===== config.mk =====
export PLATFORM = sky130hd
export DESIGN_NAME = alu_chain_addsub
export DESIGN_NICKNAME = d
export VERILOG_FILES = /design/src/rtl/alu_chain_addsub.sv
export SDC_FILE = /design/constraint.sdc
export NUM_CORES = 1
export LEC_CHECK = 0
export CAP_MARGIN = 20
export CORE_MARGIN = 1
export CORE_UTILIZATION = 30
export DETAILED_ROUTE_END_ITERATION = 7
export GPL_TIMING_DRIVEN = 0
export PLACE_DENSITY = 0.63
export SYNTH_ARGS = -nofsm -noshare
export SYNTH_HDL_FRONTEND = slang
export SYNTH_SLANG_ARGS = --single-unit

===== constraint.sdc =====
create_clock -name clk -period 4.39 [get_ports clk]
set_clock_uncertainty 0.1 [all_clocks]
set_input_delay 0.878 -clock clk [delete_from_list [all_inputs] [get_ports clk]]
set_output_delay 0.878 -clock clk [all_outputs]
set_load 0.005 [all_outputs]

===== src/rtl/alu_chain_addsub.sv =====
// Multi-limb add/subtract engine: streams WIDTH-bit limbs LSB first, chaining a
// registered carry, and reports {C,Z,N,V} on the last limb of each packet.
module alu_chain_addsub #(
  parameter int WIDTH     = 8,
  parameter int MAX_LIMBS = 4,
  localparam int CW       = (MAX_LIMBS > 1) ? $clog2(MAX_LIMBS) : 1
) (
  input  logic             clk,
  input  logic             rst_n,
  input  logic             in_valid,
  output logic             in_ready,
  input  logic [WIDTH-1:0] in_a,
  input  logic [WIDTH-1:0] in_b,
  input  logic             in_last,
  input  logic [1:0]       mode,
  input  logic             cin,
  output logic             out_valid,
  input  logic             out_ready,
  output logic [WIDTH-1:0] out_sum,
  output logic             out_last,
  output logic [CW-1:0]    out_idx,
  output logic [3:0]       out_flags,
  output logic             len_err
);

  // state   | meaning
  // S_FIRST | next accepted limb starts a packet (mode/cin sampled)
  // S_CHAIN | mid-packet, carry comes from the carry register
  typedef enum logic {S_FIRST, S_CHAIN} state_t;

  state_t           state_q, state_d;
  logic             carry_q, carry_d;
  logic             inv_q, inv_d;
  logic             zacc_q, zacc_d;
  logic [CW-1:0]    idx_q, idx_d;
  logic             valid_q, valid_d;
  logic [WIDTH-1:0] sum_q, sum_d;
  logic             last_q, last_d;
  logic [CW-1:0]    oidx_q, oidx_d;
  logic [3:0]       flags_q, flags_d;
  logic             lerr_q, lerr_d;

  logic             accept;
  logic             c0;
  logic [WIDTH-1:0] b_eff;
  logic [WIDTH:0]   full;
  logic             co;
  logic [WIDTH-1:0] s;
  logic             too_long;
  logic             last_eff;
  logic             v_flag;

  assign in_ready = !valid_q || out_ready;
  assign accept   = in_valid && in_ready;

  always_comb begin
    inv_d = inv_q;
    c0    = carry_q;
    if (state_q == S_FIRST) begin
      inv_d = mode[1];
      unique case (mode)
        2'b00:   c0 = 1'b0;
        2'b01:   c0 = cin;
        2'b10:   c0 = 1'b1;
        default: c0 = ~cin;
      endcase
    end
    b_eff    = inv_d ? ~in_b : in_b;
    full     = {1'b0, in_a} + {1'b0, b_eff} + {{WIDTH{1'b0}}, c0};
    co       = full[WIDTH];
    s        = full[WIDTH-1:0];
    zacc_d   = ((state_q == S_FIRST) || zacc_q) && (s == '0);
    // An over-length packet is cut here; its tail restarts as a fresh packet.
    too_long = (idx_q == CW'(MAX_LIMBS - 1)) && !in_last;
    last_eff = in_last || too_long;
    v_flag   = (in_a[WIDTH-1] == b_eff[WIDTH-1]) && (s[WIDTH-1] != in_a[WIDTH-1]);

    state_d = state_q;
    carry_d = carry_q;
    idx_d   = idx_q;
    valid_d = valid_q;
    sum_d   = sum_q;
    last_d  = last_q;
    oidx_d  = oidx_q;
    flags_d = flags_q;
    lerr_d  = lerr_q;
    if (accept) begin
      state_d = last_eff ? S_FIRST : S_CHAIN;
      carry_d = co;
      idx_d   = last_eff ? '0 : idx_q + 1'b1;
      valid_d = 1'b1;
      sum_d   = s;
      last_d  = last_eff;
      oidx_d  = idx_q;
      flags_d = last_eff ? {co, zacc_d, s[WIDTH-1], v_flag} : 4'b0000;
      lerr_d  = lerr_q || too_long;
    end else if (out_ready) begin
      valid_d = 1'b0;
    end
  end

  always_ff @(posedge clk or negedge rst_n) begin
    if (!rst_n) begin
      state_q <= S_FIRST;
      carry_q <= 1'b0;
      inv_q   <= 1'b0;
      zacc_q  <= 1'b1;
      idx_q   <= '0;
      valid_q <= 1'b0;
      sum_q   <= '0;
      last_q  <= 1'b0;
      oidx_q  <= '0;
      flags_q <= 4'b0000;
      lerr_q  <= 1'b0;
    end else begin
      state_q <= state_d;
      carry_q <= carry_d;
      inv_q   <= accept ? inv_d : inv_q;
      zacc_q  <= accept ? zacc_d : zacc_q;
      idx_q   <= idx_d;
      valid_q <= valid_d;
      sum_q   <= sum_d;
      last_q  <= last_d;
      oidx_q  <= oidx_d;
      flags_q <= flags_d;
      lerr_q  <= lerr_d;
    end
  end

  assign out_valid = valid_q;
  assign out_sum   = sum_q;
  assign out_last  = last_q;
  assign out_idx   = oidx_q;
  assign out_flags = flags_q;
  assign len_err   = lerr_q;

endmodule


==> impl_metrics.ini <==
[detailed_routing]
dr.pass1.iters = 4
drtIter0Drc = 20
drc = 0
detail_route.wl_per_cell_um = 11.3
ant_nets = 0
routed_wirelength_um = 2680
via_per_inst = 4.67
vias = 1111

[yosys]
synth-edff-count = 0
synth_most_common_cell = nand2_1
async_flop_share_pct = 100
synth_flop_cell = dfrtp_1
yosys-top-cells-count = nand2_1, dfrtp_1, o21ai_0, xnor2_1, ha_1
ys_seq_elements = 23
synth.net_count = 174
seq_area_frac_synth_pct = 42.0
synthCells = 140
ys_warn_count = 0
ys_types = 37
synth.area.top_cells = dfrtp_1, nand2_1, ha_1, xnor2_1, o21ai_0
yosysTopAreaCellShare_pct = 40.1
synth.avg_cell_area_um2 = 9.81
syn_area_um2 = 1370
yosysTopAreaCell = dfrtp_1

[critical_path]
critPathMaxStageDelay_ps = 480
cp_slowest_cell = clkdlybuf4s50_1
reg2reg_from = state_q
critPathRequiredTime_ps = 4480
path_cells = clkdlybuf4s50_1, mux2i_4, xnor2_1, fa_1, inv_1, fa_1, nor2b_1, o211ai_1, a21oi_1, a211o_1, nand4_2, o21ai_1
end_kind = register
startpoint_type = input port
crit_top_cell = fa_1
crit_arrival_ps = 3750
crit_type = input port to register
crit_fanout = 9
startpoint = mode[1]

[pwr]
p_leak_uw = 0.000816
cellPowerDensity_nw_per_um2 = 436
ir_worst_vdd_mv = 0.156

[grt]
antenna_found_initial = 0
grtUsageMet2_pct = 20.7
grt_max_degree = 24
busiest_layer = met2
grt-ovfl-total = 0
grt_pass1_wl_um = 4780
grt_use_met1_pct = 15.4
grt.met3_usage_pct = 1.74
track_usage_pct = 12.4
grt_pass1_vias = 1088

[cells_and_area]
area_growth_pct = 39.0
nNetsFinal = 221
multi_input_area_um2 = 769
fillers = 452
drive_gt1_share_pct = 10.2
diodes = 0
regArea_um2 = 577

[clock_network]
clock_sinks = 23
post_cts_resized = 0
root_buffer = clkbuf_8
cts_setup_buffers = 0
cts_inserted_buffers = 3
cts_tree = yes
clk_latency_ps = 260
clk_path_buf_depth = 2
cts.clk_slew.worst_paths_ps = 80
cts_max_level = 1
ctsHoldBuffers = 0

[placed_design]
gp_congestion = 0.713
port_buffers = 41
dp_hpwl_um = 2160

[timing]
hold_ws_ps = 365
period_minus_slack_ps = 3660
setup_viol = 0
maxSlewHeadroom_pct = 68.7
worstMarginPinSlew_ps = 464
setup_tns_ps = 0
drv_slew = 0
period_share_pct = 83.4
fmax_ghz = 0.273
hold_viol_final = 0
rsz0062_at_grt = no

[die]
die_w_um = 69.7
initial_utilization_pct = 31.3
std_cell_rows = 24
die_area_um2 = 4850
core_um2 = 4380
die_y_um = 69.7
ios = 42

[hold_path]
hp-start = zacc_q
hp-class = register to register

[status]
status = complete, no violations

[job]
drv_cap = 0
==> final cells by class <==
type | instances | share of cell area, %
buffer | 3 | 0.655
clock buffer | 4 | 2.36
inverter | 4 | 0.786
multi-input combinational | 110 | 40.3
sequential | 23 | 30.2
tap | 52 | 3.41
timing repair buffer | 42 | 22.3
==> registers in the layout, indices dropped and copies added (netlist names) <==
| signal | flops |
|---|---|
| len_err | 1 |
| carry_q | 1 |
| out_flags | 4 |
| inv_q | 1 |
| out_last | 1 |
| out_idx | 2 |
| idx_q | 2 |
| out_sum | 8 |
| out_valid | 1 |
| zacc_q | 1 |
| state_q | 1 |
==> layer usage <==
| metal | wire length (um) | vias up |
|---|---|---|
| met3 | 119 | 5 |
| li1 | - | 565 |
| met1 | 1250 | 506 |
| met2 | 1260 | 35 |
| met4 | 57 | 0 |
| met5 | 0 | - |
==> logic make-up after synthesis <==
logic type / synth area share (%)
and+or+nand+nor: 17.9
muxes: 2.46
adders and majority gates: 10.2
DFF: 42.0
AOI/OAI and AO/OA: 14.8
xor gates and xnor gates: 10.7
buffers and inverters: 2.00
==> power breakdown <==
group | switching (uW) | internal, uW | leakage (uW) | total [uW]
combinational | 179 | 218 | 0.000508 | 397
sequential | 35.5 | 270 | 0.000286 | 306
clock | 65.7 | 64.8 | 0.0000228 | 130
total | 280 | 553 | 0.000816 | 833
==> metrics by stage <==
stage          power [uW]  setup WS, ps  instance area (um2)  utilization, %  cells
2_1_floorplan         540          1300                 1370               -    140
3_3_place_gp          708           455                 1850            42.2    233
3_5_place_dp          714           392                 1850            42.2    233
4_1_cts               845           667                 1890            43.2    237
5_1_grt               900           472                 1910            43.6    238
6_report              833           729                 1910            43.6    238
==> final timing paths <==
| kind | to | slack, ps | depth (start not counted) |
|---|---|---|---|
| setup / recovery | out_flags[2] | 730 | 12 |
| hold / removal | zacc_q | 360 | 2 |
| setup reg to reg | out_flags[2] | 1280 | 11 |
| hold reg to reg | zacc_q | 360 | 2 |
| max in group asynchronous | zacc_q | 2880 | 2 |
| min in group asynchronous | len_err | 800 | 1 |
==> cell usage in the layout, fill, tap and decap left out, types with 2 or more instances in the layout <==
cell type,n
clkbuf_1,3
clkbuf_8,3
clkdlybuf4s50_1,41
dfrtp_1,22
fa_1,2
ha_1,8
inv_1,4
nand2_1,33
nand2b_1,3
nor2_1,6
nor3_1,4
o21a_1,2
o21ai_0,13
o21ai_1,3
o21ai_2,2
xnor2_1,9
xor2_1,4
xor2_2,2
==> worst max-delay path, delay by kind of cell <==
family                   cells  cell delay [ps]
XOR/XNOR                     1              210
AND/OR/NAND/NOR              2              320
AO/OA/AOI/OAI                4              700
buffers and inverters        2              550
multiplexers                 1              410
adder cells (fa/ha/maj)      2              680
(Power assumes the default switching activity.)
==> edit 1: new RTL, same flow settings <==
Register the input `mode` before use, with the module's reset. The logic sees it one clock later. The other inputs are not delayed to match.
--- a/src/rtl/alu_chain_addsub.sv
+++ b/src/rtl/alu_chain_addsub.sv
@@ -29,4 +29,14 @@
   typedef enum logic {S_FIRST, S_CHAIN} state_t;
 
+  logic [1:0] mode_q;
+
+  always_ff @(posedge clk or negedge rst_n) begin
+    if (!rst_n) begin
+      mode_q <= '0;
+    end else begin
+      mode_q <= mode;
+    end
+  end
+
   state_t           state_q, state_d;
   logic             carry_q, carry_d;
@@ -58,6 +68,6 @@
     c0    = carry_q;
     if (state_q == S_FIRST) begin
-      inv_d = mode[1];
-      unique case (mode)
+      inv_d = mode_q[1];
+      unique case (mode_q)
         2'b00:   c0 = 1'b0;
         2'b01:   c0 = cin;
Formal check against the unedited RTL: not equivalent (Yosys sat finds a counterexample within 4 cycles, from zero or initial values and one cycle with rst_n low).
==> edit 1 against the unedited design <==
Final area grew 2.0%; routed wire length grew 8.4%; sequential cell count up 2; via count rose by 3.5%; setup slack improved by 200 ps; non-clock buffer count increased by 1; area after synthesis is 1.5% higher; clock power increased by 11%; total power rose by 2.5%; cell count grew 1.3%; sequential share of layout area is 2.0 points higher; critical path type unchanged.
==> edit 1: results (changes against the unedited design) <==
* Outcome: finished, final reports clean
* Logic power comb at 382 uW (-4%)
* Post-Synth Adder-Cell Area at 10.05% (-0.15 points)
* Clock Latency Late Sink at 280 ps (+20 ps)
* Vias in the first global route at 1098 (+0.92%)
* Sequential power at 327 uW (+6.9%)
* Total number of vias at 1150 (+3.5%)
* Global-route wire length before repair at 4.926 mm (+3.0%)
* Share of post-route cells with drive strength above 1 at 7.937% (-2.3 points)
* Slew headroom at 48.61% (-20 points)
* Hold slack at 369.6 ps (+4.872 ps)
* Post-Syn Nets at 177 (+1.7%)
* Post-synthesis compound-gate area fraction at 14.99% (+0.24 points)
* Signal buf overhead at 23.33% (+0.39 points)
* Multiplexer share of the synthesized area at 0.9874% (-1.5 points)
* R2r setup slk at 1090 ps (-190 ps)
* Bufs w/o clock at 46 (+2.2%)
* Routed wire length per instance at 12.07 um (+7.1%)
* Initial DRC count at 45 (+130%)
* Clk_buf instances at 3 (-1)
* Tot GR Track Use at 12.81% (+0.45 points)
* DP Worst Slack at 630.7 ps (+238.8 ps)
* Distinct cell type count after synthesis at 35 (-5.4%)
* Clock-cell share of area at 2.571% (+0.21 points)
* Pwr dens at 438.5 nW/um2 (+0.49%)
* VDD IR max at 0.0002509 V (+61%)
* Sw frac at 33.63% (about the same)
* Fin nets at 224 (+1.4%)
* Leakage at 0.8325 nW (+2.0%)
* Pin count of the biggest net entering global routing at 17 (-29%)
* Multi-input logic portion of the cell area at 37.79% (-2.5 points)
[edit 1: changes by cell type after synthesis, sizes merged]
| cell | change |
|---|---|
| nand2b | -1 |
| o21ai | +2 |
| nor3b | +1 |
| nor3 | -1 |
| mux2 | -1 |
| nor2b | +1 |
| buf | -1 |
| nand2 | -1 |
| dfrtp | +2 |
| clkbuf | +2 |
[edit 1: metrics by stage]
| stage | util (%) | instance area, um2 |
|---|---|---|
| 5_1_grt | 44.10 | 1947 |
| 6_report | 44.10 | 1947 |
| 3_5_place_dp | 42.97 | 1897 |
| 4_1_cts | 44.10 | 1947 |
| 3_3_place_gp | 42.35 | 1869 |
| 2_1_floorplan | - | 1394 |
[edit 1: metal layers]
layer	global-route usage [%]	routed length, um	vias to the layer above
met3	3.608	169	2
met5	0	0	-
li1	-	-	570
met4	3.111	14	0
met2	20.83	1381	42
met1	16.85	1343	536
==> edit 2: new RTL, config.mk and constraints unchanged <==
Without the edit above. `WIDTH`: 8 -> 4.
--- a/src/rtl/alu_chain_addsub.sv
+++ b/src/rtl/alu_chain_addsub.sv
@@ -2,5 +2,5 @@
 // registered carry, and reports {C,Z,N,V} on the last limb of each packet.
 module alu_chain_addsub #(
-  parameter int WIDTH     = 8,
+  parameter int WIDTH     = 4,
   parameter int MAX_LIMBS = 4,
   localparam int CW       = (MAX_LIMBS > 1) ? $clog2(MAX_LIMBS) : 1
Interface: changed (resized in_a, in_b and out_sum); port bits go from 42 to 30. The function was not compared with the original's and may differ.
==> edit 2 against the unedited design <==
Routed wire length down 31%; sequential cell count down 4; final area down 29%; sequential share of layout area up 4.9 points; combinational power down 40%; critical path depth down 3; area after synthesis down 28%; setup slack better by 430 ps; utilization up 0.51 points; total power down 30%; critical path type unchanged; largest cell class unchanged; largest power group is now registers.
==> edit 2: results (changes against the unedited design) <==
* Clock Latency Late Sink at 300 ps (+40 ps)
* Global-route wire length before repair at 3.312 mm (-31%)
* Final Instance Area at 1356 um2 (-29%)
* Port-buffer cells at 29 (-29%)
* Clk_buf instances at 3 (-1)
* DP HPWL at 1.498 mm (-31%)
* Routability congestion estimate at 0.7319 (+2.7%)
* Gate power share at 41.3% (-6.4 points)
* RR Endpoint: zacc_q
* Bufs w/o clock at 32 (-29%)
* VDD IR max at 0.0001388 V (-11%)
* Top post-synthesis cells by area: dfrtp_1 (46%), nand2_1 (8.0%), ha_1 (5.1%)
* Worst Min Path Start: len_err
* Vias in the first global route at 767 (-30%)
* CTS Sinks at 19 (-17%)
* Tot GR Track Use at 13.14% (+0.78 points)
* Clock-cell share of area at 2.030% (-0.33 points)
* Register area at 476.7 um2 (-17%)
* Count of multi-input gates at 69 (-37%)
* Sequential power at 251 uW (-18%)
* Pin count of the biggest net entering global routing at 20 (-17%)
* Post-Syn Nets at 116 (-33%)
* Multi-input logic portion of the cell area at 35.24% (-5.1 points)
* R2R depth at 8 (-3)
* Outcome: finished, final reports clean
* Hold endpoint: len_err
* Power Total at 580.7 uW (-30%)
* Hold slack at 380.2 ps (+15.51 ps)
* Slew headroom at 43.29% (-25 points)
* Fin nets at 150 (-32%)
* DP Worst Slack at 815.9 ps (+424.0 ps)
* Cells after DPL at 167 (-28%)
* Sequential share of the synthesized area at 48.47% (+6.5 points)
* Share of post-route cells with drive strength above 1 at 12.60% (+2.4 points)
## edit 2: changes by cell type after synthesis, sizes merged, moves of 2 or more
| cell | change |
|---|---|
| xnor2 | -4 |
| nand2 | -12 |
| dfrtp | -4 |
| nor3 | -5 |
| o21ai | -10 |
| xor2 | -3 |
| ha | -4 |
| clkbuf | -2 |
| or2 | -2 |
| buf | +2 |
## edit 2: per-layer routing
layer | wire (um) | global-route usage [%] | up-vias
met4 | 57 | 8.163 | 0
met5 | 0 | 0 | -
li1 | - | - | 379
met3 | 75 | 2.183 | 5
met1 | 813 | 15.19 | 357
met2 | 916 | 22.47 | 20
## edit 2: cell families after synthesis
family	Yosys count	share of synthesized area [%]
DFF	19	48.47
buffers and inverters	6	2.926
AOI/OAI and AO/OA	17	11.96
xor gates and xnor gates	8	7.125
muxes	3	3.689
adders and majority gates	6	9.161
and+or+nand+nor	35	16.67
